**src/rtl/arb_mux.sv**
```systemverilog
// N-channel valid/ready multiplexer with an internal round-robin / fixed-priority arbiter and a registered output.
// Optional feature: define ARB_MUX_LOCK_EN to add in_lock, which holds the grant on one channel across several words.
module arb_mux #(
  parameter int WIDTH = 32,
  parameter int CHANNELS = 4,
  localparam int SEL_W = $clog2(CHANNELS)
) (
  input  logic                      clk,
  input  logic                      rst_n,
  input  logic                      mode,
  input  logic [CHANNELS-1:0]       in_valid,
  output logic [CHANNELS-1:0]       in_ready,
  input  logic [CHANNELS*WIDTH-1:0] in_data,
`ifdef ARB_MUX_LOCK_EN
  input  logic [CHANNELS-1:0]       in_lock,
`endif
  output logic                      out_valid,
  input  logic                      out_ready,
  output logic [WIDTH-1:0]          out_data,
  output logic [SEL_W-1:0]          out_chan
);

  logic                r_out_valid;
  logic [WIDTH-1:0]    r_out_data;
  logic [SEL_W-1:0]    r_out_chan;
  logic [SEL_W-1:0]    r_rr_ptr;
`ifdef ARB_MUX_LOCK_EN
  logic                r_locked;
  logic [SEL_W-1:0]    r_lock_chan;
`endif

  logic [CHANNELS-1:0] w_grant;
  logic [SEL_W-1:0]    w_gidx;
  logic                w_found;
  logic [SEL_W:0]      w_sum;
  logic [SEL_W-1:0]    w_idx;
  logic                w_space;
  logic                w_xfer;
  logic [SEL_W-1:0]    w_rr_next;
  logic [WIDTH-1:0]    w_chan_data [CHANNELS];

  for (genvar g = 0; g < CHANNELS; g++) begin : g_slice
    assign w_chan_data[g] = in_data[g*WIDTH +: WIDTH];
  end

  // Arbiter: pick a single channel index, then expand it to a one-hot grant.
  always_comb begin
    w_grant = '0;
    w_gidx  = '0;
    w_found = 1'b0;
    w_sum   = '0;
    w_idx   = '0;
    if (mode) begin
      for (int i = 0; i < CHANNELS; i++) begin
        if (!w_found && in_valid[i]) begin
          w_found = 1'b1;
          w_gidx  = SEL_W'(i);
        end
      end
    end else begin
      for (int k = 0; k < CHANNELS; k++) begin
        w_sum = {1'b0, r_rr_ptr} + (SEL_W+1)'(k);
        if (w_sum >= (SEL_W+1)'(CHANNELS)) begin
          w_sum = w_sum - (SEL_W+1)'(CHANNELS);
        end
        w_idx = w_sum[SEL_W-1:0];
        if (!w_found && in_valid[w_idx]) begin
          w_found = 1'b1;
          w_gidx  = w_idx;
        end
      end
    end
`ifdef ARB_MUX_LOCK_EN
    // A locked channel keeps the grant even while its in_valid is low.
    if (r_locked) begin
      w_found = 1'b1;
      w_gidx  = r_lock_chan;
    end
`endif
    if (w_found) begin
      w_grant[w_gidx] = 1'b1;
    end
  end

  assign w_space   = ~r_out_valid | out_ready;
  assign in_ready  = w_grant & {CHANNELS{w_space & rst_n}};
  assign w_xfer    = |(in_valid & in_ready);
  assign w_rr_next = (w_gidx == SEL_W'(CHANNELS-1)) ? '0 : w_gidx + SEL_W'(1);

  always_ff @(posedge clk or negedge rst_n) begin
    if (!rst_n) begin
      r_out_valid <= 1'b0;
      r_out_data  <= '0;
      r_out_chan  <= '0;
      r_rr_ptr    <= '0;
`ifdef ARB_MUX_LOCK_EN
      r_locked    <= 1'b0;
      r_lock_chan <= '0;
`endif
    end else begin
      if (w_xfer) begin
        r_out_valid <= 1'b1;
        r_out_data  <= w_chan_data[w_gidx];
        r_out_chan  <= w_gidx;
        if (!mode) begin
          r_rr_ptr <= w_rr_next;
        end
`ifdef ARB_MUX_LOCK_EN
        if (in_lock[w_gidx]) begin
          r_locked    <= 1'b1;
          r_lock_chan <= w_gidx;
        end else begin
          r_locked    <= 1'b0;
        end
`endif
      end else if (r_out_valid && out_ready) begin
        r_out_valid <= 1'b0;
      end
    end
  end

  assign out_valid = r_out_valid;
  assign out_data  = r_out_data;
  assign out_chan  = r_out_chan;

endmodule

```
**config.mk**
```make
export PLATFORM = sky130hd
export DESIGN_NAME = arb_mux
export DESIGN_NICKNAME = d
export VERILOG_FILES = /design/src/rtl/arb_mux.sv
export SDC_FILE = /design/constraint.sdc
export NUM_CORES = 1
export LEC_CHECK = 0
export ABC_AREA = 0
export BUFFER_PORTS_ARGS = -buffer_cell sky130_fd_sc_hd__buf_2
export CAP_MARGIN = 10
export CORE_MARGIN = 3
export CORE_UTILIZATION = 39
export DETAILED_ROUTE_END_ITERATION = 10
export HOLD_SLACK_MARGIN = 0.12
export PLACE_DENSITY = 0.84
export SLEW_MARGIN = 10
export SYNTH_ARGS = -nofsm -noshare
export SYNTH_HDL_FRONTEND = slang
export SYNTH_SLANG_ARGS = --single-unit
```
**constraint.sdc**
```tcl
create_clock -name clk -period 2.6 [get_ports clk]
set_input_delay 0.13 -clock clk [delete_from_list [all_inputs] [get_ports clk]]
set_output_delay 0.13 -clock clk [all_outputs]
set_load 0.05 [all_outputs]
```
==> metrics, run 1 <==
final hold violation count=0; via/cell ratio=5.02; global-route wire length before repair=11.2 mm; PwrDens=1010 nW/um^2; Psw=about 0.0021 W; DR DRC count=0; Detail Route Antenna Nets=0; Yosys warning total=0; WL per Instance=14.9 um; Total GRT Usage=0.179; antenna violations before repair=0; GRT Residual Overflow=0; htree depth=2; Sink Count=37; Comb pwr share=0.659; peak per-stage delay on the critical path=0.48 ns; RD Place Congestion=0.861; post-route minimum period=2.58 ns; pre-CTS WS=-0.0135 ns; P&R area growth vs syn=52.1%; WP data required=2.78 ns; final setup violation count=0; CP Launch Type=flip-flop; max-cap violations=0; detailed-routed wire length on met3=510 um; dpl cells=508; root buffer cell=clkbuf_8; core area=roughly 6500 um^2; CP Class=flip-flop to flip-flop; commonest non-fill, non-tap cell in the layout=buf_2; sequential share of the synthesized area=0.343; number of diodes=0; Pleak=2.09 nW; Post-Syn Instances=268; Worst-Skew Late Latency=0.28 ns; sw frac=0.511; Crit Path Max Fanout=7; Arr. time, crit path=approximately 2.8 ns; Hold Crit Class=input port to flip-flop; Slowest-stage cell, CP=dfrtp_2; CTS buffer count=5; PortBufs=roughly 170; Die X=89.2 um; maximum vdd drop=slightly below 500 uV; TritonCTS clock tree=built; clock power share=0.096; syn_nets=406; post-layout instance area=4100 um^2; slew margin rel.=0.650; status=completed; clock transition at the register clock pins on the worst setup and hold paths after CTS=0.08 ns; Max Freq=just under 0.4 GHz; share of cells above drive strength 1=0.576; CP Buf/Inv Count=2; final setup margin=0.0233 ns; worst slew pin tran=between 0.5 and 0.6 ns; top layer in use=met4; Synth Cell Area=between 2000 and 3000 um^2; Avg Inst Size Synth=10.1 um^2; register share of total power=0.245; drt total wl=7.97 mm; Setup crit end kind=flip-flop; Layout Cells excl Fill=535; setup TNS=0 ns; async set-reset flop share out of synthesis=1.00; Top FF cell, synth=dfrtp_1; drt initial violations=63; routed vias=around 2,700; FP Rows=29; flops & latches, synth=37; Critical Path, Cell by Cell=and4b_1, o311a_1, a31o_4, ha_4, a22oi_2, a221o_2, buf_6, buf_12, mux2_4; initial core utilization=0.413; DIE HEIGHT=roughly 90 um; Die ar.=7950 um^2; largest net degree at the start of global routing=between 40 and 50; DP HPWL=5.87 mm; commonest non-fill, non-tap cells in the layout=buf_2, mux2i_1, nand2_1, dfrtp_1, mux2_2; num ports=~180; vias in the first global route=2,601; Max Root-Sink Buffers=2; P_int=0.00203 W; metal2 WL=4.24 mm; DRT Pass-1 Iters=4; max-slew violations=0; Nets=595; RSZ-0062 raised after global routing=yes; M1 WL=~3.2 mm; Clock Skews=around 0.0053 ns; Post-synth EDFFs=0; final period utilization=0.991; Top delay family on crit path=compound AO/OA/AOI/OAI gates; Synth cell types=33; Placed Area=3710 um^2
Yosys cell counts, types with 4 or more instances:
cell type	number	area [um^2]
dfrtp_1	37	926
clkbuf_1	5	18.8
nor3_1	4	20.0
buf_6	5	56.3
buf_2	12	60.1
nand2_1	36	135
mux2_2	32	360
mux2i_1	66	661
o21ai_0	35	175
inv_1	4	15.0
worst min-delay path, cell delays in order:
cell and delay, ns:
buf_2 0.09, mux2i_1 0.10, mux2_2 0.16, o21ai_1 0.05
power by group through the flow:
| stage | clock network [W] | registers (W) | logic, W |
|---|---|---|---|
| floorplan | 0 | 0.00190 | 0.00107 |
| global placement | 0 | 0.00101 | 0.00244 |
| detailed placement | 0 | 0.00102 | 0.00251 |
| CTS | 0.000413 | 0.00101 | 0.00256 |
| global route | 0.000439 | 0.00105 | 0.00291 |
| finish | 0.000399 | 0.00102 | 0.00273 |
worst paths after layout:
path | start | end | slack, ns | cells past startpoint
max in group asynchronous | rst_n | r_rr_ptr[1] | 1.81 | 3
min | in_data[57] | out_data[25] | 0.28 | 4
min in group asynchronous | rst_n | out_valid | 0.44 | 3
max reg2reg | r_rr_ptr[0] | out_chan[1] | 0.02 | 9
max | r_rr_ptr[0] | out_chan[1] | 0.02 | 9
min reg2reg | out_data[17] | out_data[17] | 0.48 | 2
routing by layer:
layer | track usage | up-vias
met2 | 0.338 | 115
li1 | - | 1337
met5 | 0 | -
met1 | 0.199 | 1230
met4 | 0.0487 | 0
met3 | 0.0406 | 6
cells by family (layout without fill, tap and decap cells):
family	after synthesis	after routing	share of synthesized area
adders and majority gates	2	2	0.00927
buffers and inverters	27	217	0.0584
DFF	37	37	0.343
muxes	101	101	0.396
AOI/OAI and AO/OA	48	48	0.103
and+or+nand+nor	53	53	0.0899
metrics by stage:
step                      power, W   util  hold WS [ns]
after detailed placement   0.00352  0.568         0.224
after global placement     0.00345  0.568         0.209
after CTS                  0.00399  0.594         0.266
final                      0.00415  0.628         0.285
after floorplan            0.00297      -        -0.166
after global routing       0.00441  0.628         0.294
what timing repair did:
| action | in CTS | in global routing |
|---|---|---|
| gates cloned | 0 | 5 |
| setup buffers | 6 | 6 |
| endpoints found under the setup margin | 10 | 32 |
| hold endpoints to repair | 38 | 0 |
| pin swaps | 3 | 9 |
| gates resized for setup | 6 | 23 |
| hold buffers | 2 | 0 |
layout make-up:
class,instances,area (um^2)
fill,549,2430
clock buffer,5,68.8
clock inverter,3,17.5
inverter,4,15.0
multi-input combinational,204,1730
sequential,37,928
timing repair buffer,205,1250
tap,77,96.3
state kept, by name (all words and copies together), names as in the netlist:
name and count:
out_valid 1, r_rr_ptr 2, out_data 32, out_chan 2
(Power assumes the default switching activity.)
==> run 2: changes to the inputs <==
RECOVER_POWER = 100   (was unset)
==> run 2 against run 1 <==
  * Sequential power is essentially flat
  * Maximum frequency is essentially flat
  * Sequential cell count is the same
  * Routed wire length is the same
  * Via count grew 0.37%
  * Core utilization shrank 0.73 points
  * Count of clock-buffer cells in the layout is the same
  * Critical path type is now flip-flop to primary output
  * Critical endpoint is now in_ready[1]
  * Largest cell class unchanged
==> metrics, run 2 (synthesis results as in run 1) <==
max-slew violations=0 (unchanged); CTS buffer count=5 (unchanged); Psw=0.00213 W (was 0.00212 W); clock transition at the register clock pins on the worst setup and hold paths after CTS=0.08 ns (about the same); post-layout instance area=4060 um^2 (was 4100 um^2); initial core utilization=0.413 (unchanged); core area=6530 um^2 (unchanged); num ports=175 (unchanged); PwrDens=1010 nW/um^2 (about the same); DIE HEIGHT=89.2 um (unchanged); Max Root-Sink Buffers=2 (unchanged); R2R depth=9 (unchanged); status=completed (unchanged); worst slew pin tran=0.928 ns (was 0.518 ns); WL per Instance=14.9 um (unchanged); Critical Path, Cell by Cell=and4b_1, o311a_1, a31o_4, buf_6, a221o_2, nor3_4, buf_6 (was and4b_1, o311a_1, a31o_4, ha_4, a22oi_2, a221o_2, buf_6, buf_12, mux2_4); via/cell ratio=5.04 (was 5.02); commonest non-fill, non-tap cell in the layout=buf_2 (unchanged); Total GRT Usage=0.179 (unchanged); largest net degree at the start of global routing=46 (unchanged); Worst-Skew Late Latency=0.28 ns (about the same); clock power share=0.098 (was 0.096); Largest register FFs=32 (unchanged); global-route wire length before repair=11.2 mm (unchanged); Pleak=1.97 nW (was 2.09 nW); GRT Residual Overflow=0 (unchanged); register share of total power=0.251 (was 0.245); maximum vdd drop=484 uV (was 496 uV); peak per-stage delay on the critical path=0.48 ns (about the same); vias in the first global route=2,601 (unchanged); antenna violations before repair=0 (unchanged); Crit Path Max Fanout=7 (unchanged); TritonCTS clock tree=built (unchanged); slew margin rel.=0.381 (was 0.650); Die X=89.2 um (unchanged); Comb pwr share=0.651 (was 0.659); Nets=595 (unchanged); PortBufs=174 (unchanged); htree depth=2 (unchanged); Hold Crit Class=input port to flip-flop (unchanged); CP Class=flip-flop to primary output (was flip-flop to flip-flop); root buffer cell=clkbuf_8 (unchanged); sw frac=0.521 (was 0.511); Sink Count=37 (unchanged); max-cap violations=0 (unchanged); Detail Route Antenna Nets=0 (unchanged); post-route minimum period=2.57 ns (was 2.58 ns); Max Freq=0.388 GHz (about the same); drt initial violations=59 (was 63); WP data required=2.47 ns (was 2.78 ns); DP HPWL=5.87 mm (unchanged); Arr. time, crit path=2.44 ns (was 2.75 ns); P&R area growth vs syn=50.3% (was 52.1%); Hold Path Stages=4 (unchanged); number of diodes=0 (unchanged); Setup crit end kind=primary output (was flip-flop); DRT Pass-1 Iters=4 (unchanged); Placed Area=3710 um^2 (unchanged); RD Place Congestion=0.861 (unchanged); Clock Skews=0.00559 ns (was 0.00531 ns); Slowest-stage cell, CP=dfrtp_2 (unchanged); routed vias=2,698 (was 2,688); most used cell, CP=buf_6; share of cells above drive strength 1=0.498 (was 0.576); commonest non-fill, non-tap cells in the layout=buf_2, mux2i_1, nand2_1, clkbuf_1, dfrtp_1 (was buf_2, mux2i_1, nand2_1, dfrtp_1, mux2_2); P_int=0.00195 W (was 0.00203 W); final period utilization=0.990 (was 0.991); FP Rows=29 (unchanged); final setup violation count=0 (unchanged); RSZ-0062 raised after global routing=yes (unchanged); CP Launch Type=flip-flop (unchanged); Pwr Total=0.00408 W (was 0.00415 W); DR DRC count=0 (unchanged); Die ar.=7950 um^2 (unchanged); drt total wl=7.97 mm (unchanged); final hold violation count=0 (unchanged)
-- run 2: repair_timing --
action,CTS,global route
setup buffers,6,6
pin swaps,3,9
resized for setup,6,23
hold buffers,2,0
hold endpoints to repair,38,0
gates cloned,0,5
endpoints found under the setup margin,10,32
-- run 2: cell type report --
type	instances	area (um^2)
Fill cell	570	2470
Multi-Input combinational cell	204	1730
Timing Repair Buffer	205	1200
Sequential cell	37	928
Tap cell	77	96.3
Clock buffer	5	68.8
Clock inverter	3	17.5
Inverter	4	15.0
-- run 2: worst max-delay path, delay by kind of cell (launching register included) --
family                 cells  cell delay [ns]
DFF                        1             0.48
and+or+nand+nor            2             0.37
AOI/OAI and AO/OA          3             1.02
buffers and inverters      2             0.30
-- run 2: metal layers --
metal,routed length (um),global-route usage
met4,63,0.0487
met2,4280,0.338
met1,3080,0.199
met5,0,0
met3,541,0.0406
-- run 2: path summary, 6_finish.rpt --
| check | startpoint | endpoint | slack, ns |
|---|---|---|---|
| worst min register to register | out_data[17] | out_data[17] | 0.49 |
| max in group asynchronous | rst_n | r_rr_ptr[1] | 1.35 |
| worst min-delay path | in_data[57] | out_data[25] | 0.28 |
| min in group asynchronous | rst_n | out_valid | 0.62 |
| worst max register to register | r_rr_ptr[0] | out_chan[1] | 0.03 |
| worst max-delay path | r_rr_ptr[0] | in_ready[1] | 0.03 |
-- run 2: power groups by stage --
stage,Sequential [W],Clock (W),Combinational [W]
after floorplan,0.00190,0,0.00107
after CTS,0.00101,0.000413,0.00256
after detailed placement,0.00102,0,0.00251
after global placement,0.00101,0,0.00244
after global routing,0.00106,0.000439,0.00284
final,0.00103,0.000400,0.00266
-- run 2: per-stage QoR --
stage	utilization	instances	hold slack (ns)	setup slack (ns)	TNS (ns)
2_1_floorplan	-	268	-0.166	-0.0793	-0.159
3_3_place_gp	0.568	508	0.209	0.100	0
3_5_place_dp	0.568	508	0.224	-0.0135	-0.0320
4_1_cts	0.594	524	0.266	0.00914	0
5_1_grt	0.621	535	0.294	-0.0843	-0.596
6_report	0.621	535	0.285	0.0250	0
==> run 3: changes to the inputs <==
ABC_CLOCK_PERIOD_IN_PS = 2600   (was unset)
MAX_ROUTING_LAYER = met4   (was unset)
==> run 3 against run 2 <==
  * Combinational power about the same
  * Die area unchanged
  * Maximum frequency about the same
  * Via count increased by 0.22%
  * Register-to-register slack about the same
  * Sequential cell count unchanged
  * Core utilization unchanged
  * Power about the same
==> metrics, run 3 (synthesis results as in run 1) <==
Pleak=1.97 nW (unchanged); core area=6530 um^2 (unchanged); Die X=89.2 um (unchanged); Worst Hold Launch=in_data[57] (unchanged); max-cap violations=0 (unchanged); CP Class=flip-flop to primary output (unchanged); PortBufs=174 (unchanged); WP data required=2.47 ns (about the same); Nets=595 (unchanged); TritonCTS clock tree=built (unchanged); status=completed (unchanged); RD Place Congestion=0.875 (was 0.861); clock transition at the register clock pins on the worst setup and hold paths after CTS=0.08 ns (about the same); DP HPWL=5.87 mm (unchanged); initial core utilization=0.413 (unchanged); share of cells above drive strength 1=0.498 (unchanged); largest net degree at the start of global routing=46 (unchanged); number of diodes=0 (unchanged); GRT Residual Overflow=0 (unchanged); RR Startpoint=r_rr_ptr[0] (unchanged); num ports=175 (unchanged); RSZ-0062 raised after global routing=yes (unchanged); DRT Pass-1 Iters=4 (unchanged); Largest register FFs=32 (unchanged); # fillers=570 (unchanged); Placed Area=3710 um^2 (unchanged); Clock Skews=0.00557 ns (was 0.00559 ns); vias in the first global route=2,601 (unchanged); Setup crit start=r_rr_ptr[0] (unchanged); htree depth=2 (unchanged); commonest non-fill, non-tap cells in the layout=buf_2, mux2i_1, nand2_1, clkbuf_1, dfrtp_1 (unchanged); CP Launch Type=flip-flop (unchanged); DIE HEIGHT=89.2 um (unchanged); maximum vdd drop=484 uV (about the same); Pwr Total=0.00408 W (about the same); Max Freq=0.389 GHz (was 0.388 GHz); routed vias=2,704 (was 2,698); clock power share=0.098 (about the same); Crit Path Max Fanout=7 (unchanged); Total GRT Usage=0.184 (was 0.179); final period utilization=0.990 (about the same); final hold violation count=0 (unchanged); P&R area growth vs syn=50.3% (unchanged); slew margin rel.=0.379 (was 0.381); drt total wl=7.98 mm (was 7.97 mm); via/cell ratio=5.05 (was 5.04); Comb pwr share=0.651 (about the same); post-layout instance area=4060 um^2 (unchanged); WL per Instance=14.9 um (about the same); post-route minimum period=2.57 ns (about the same); register share of total power=0.251 (about the same); DR DRC count=0 (unchanged); Hold Crit Class=input port to flip-flop (unchanged); commonest non-fill, non-tap cell in the layout=buf_2 (unchanged); Die ar.=7950 um^2 (unchanged); FP Rows=29 (unchanged); Max Root-Sink Buffers=2 (unchanged); worst slew pin tran=0.932 ns (was 0.928 ns); Setup crit end kind=primary output (unchanged); drt initial violations=67 (was 59); Worst-Skew Late Latency=0.28 ns (about the same); Detail Route Antenna Nets=0 (unchanged); final setup violation count=0 (unchanged); PwrDens=1010 nW/um^2 (about the same); Arr. time, crit path=2.44 ns (about the same); CTS buffer count=5 (unchanged); antenna violations before repair=0 (unchanged); P_int=0.00195 W (about the same); global-route wire length before repair=11.2 mm (unchanged); sw frac=0.521 (about the same); max-slew violations=0 (unchanged); root buffer cell=clkbuf_8 (unchanged); Sink Count=37 (unchanged); Psw=0.00213 W (about the same)
[run 3: cell counts in the layout (fill, tap and decap cells not counted)]
No cell type changed its count.
[run 3: cell type report]
class	instances	area (um^2)	area share
clock inverter	3	17.5	0.00432
clock buffer	5	68.8	0.0170
multi-input combinational	204	1730	0.426
timing repair buffer	205	1200	0.297
sequential	37	928	0.229
inverter	4	15.0	0.00370
tap	77	96.3	0.0238
[run 3: worst paths after layout]
kind | to | slack, ns | cells after the start
setup / recovery | in_ready[1] | 0.03 | 7
hold / removal | out_data[25] | 0.29 | 4
setup reg to reg | out_chan[1] | 0.03 | 9
hold reg to reg | out_data[17] | 0.49 | 2
max in group asynchronous | r_rr_ptr[1] | 1.34 | 3
min in group asynchronous | out_valid | 0.63 | 3
[run 3: metal layers]
layer / vias to the layer above / track usage / part of all wire
li1: 1339 / - / -
met1: 1240 / 0.200 / 0.39
met2: 119 / 0.338 / 0.54
met3: 6 / 0.0387 / 0.063
met4: 0 / 0.0487 / 0.0079
met5: - / - / 0
[run 3: power groups by stage]
stage	Clock (W)	Sequential [W]	Combinational, W
floorplan	0	0.00190	0.00107
global placement	0	0.00101	0.00244
detailed placement	0	0.00102	0.00251
CTS	0.000413	0.00101	0.00256
global route	0.000439	0.00106	0.00284
finish	0.000399	0.00102	0.00266
[run 3: stage by stage]
step	hold slack (ns)	TNS [ns]	util	std cells	setup slack (ns)
3_5_place_dp	0.224	-0.0320	0.568	508	-0.0135
4_1_cts	0.266	0	0.594	524	0.00914
5_1_grt	0.294	-0.596	0.621	535	-0.0843
6_report	0.285	0	0.621	535	0.0262
3_3_place_gp	0.209	0	0.568	508	0.100
2_1_floorplan	-0.166	-0.159	-	268	-0.0793
[run 3: timing repair]
action,4_1_cts,5_1_grt
resized for setup,6,23
hold buffers,2,0
buffers inserted,6,6
hold endpoints to repair,38,0
pin swaps,3,9
cloned,0,5
endpoints found under the setup margin,10,32
[run 3: critical path: stages, from the launching register on]
cell	delay, ns
dfrtp_2	0.48
and4b_1	0.22
o311a_1	0.34
a31o_4	0.25
buf_6	0.12
a221o_2	0.43
nor3_4	0.15
buf_6	0.18
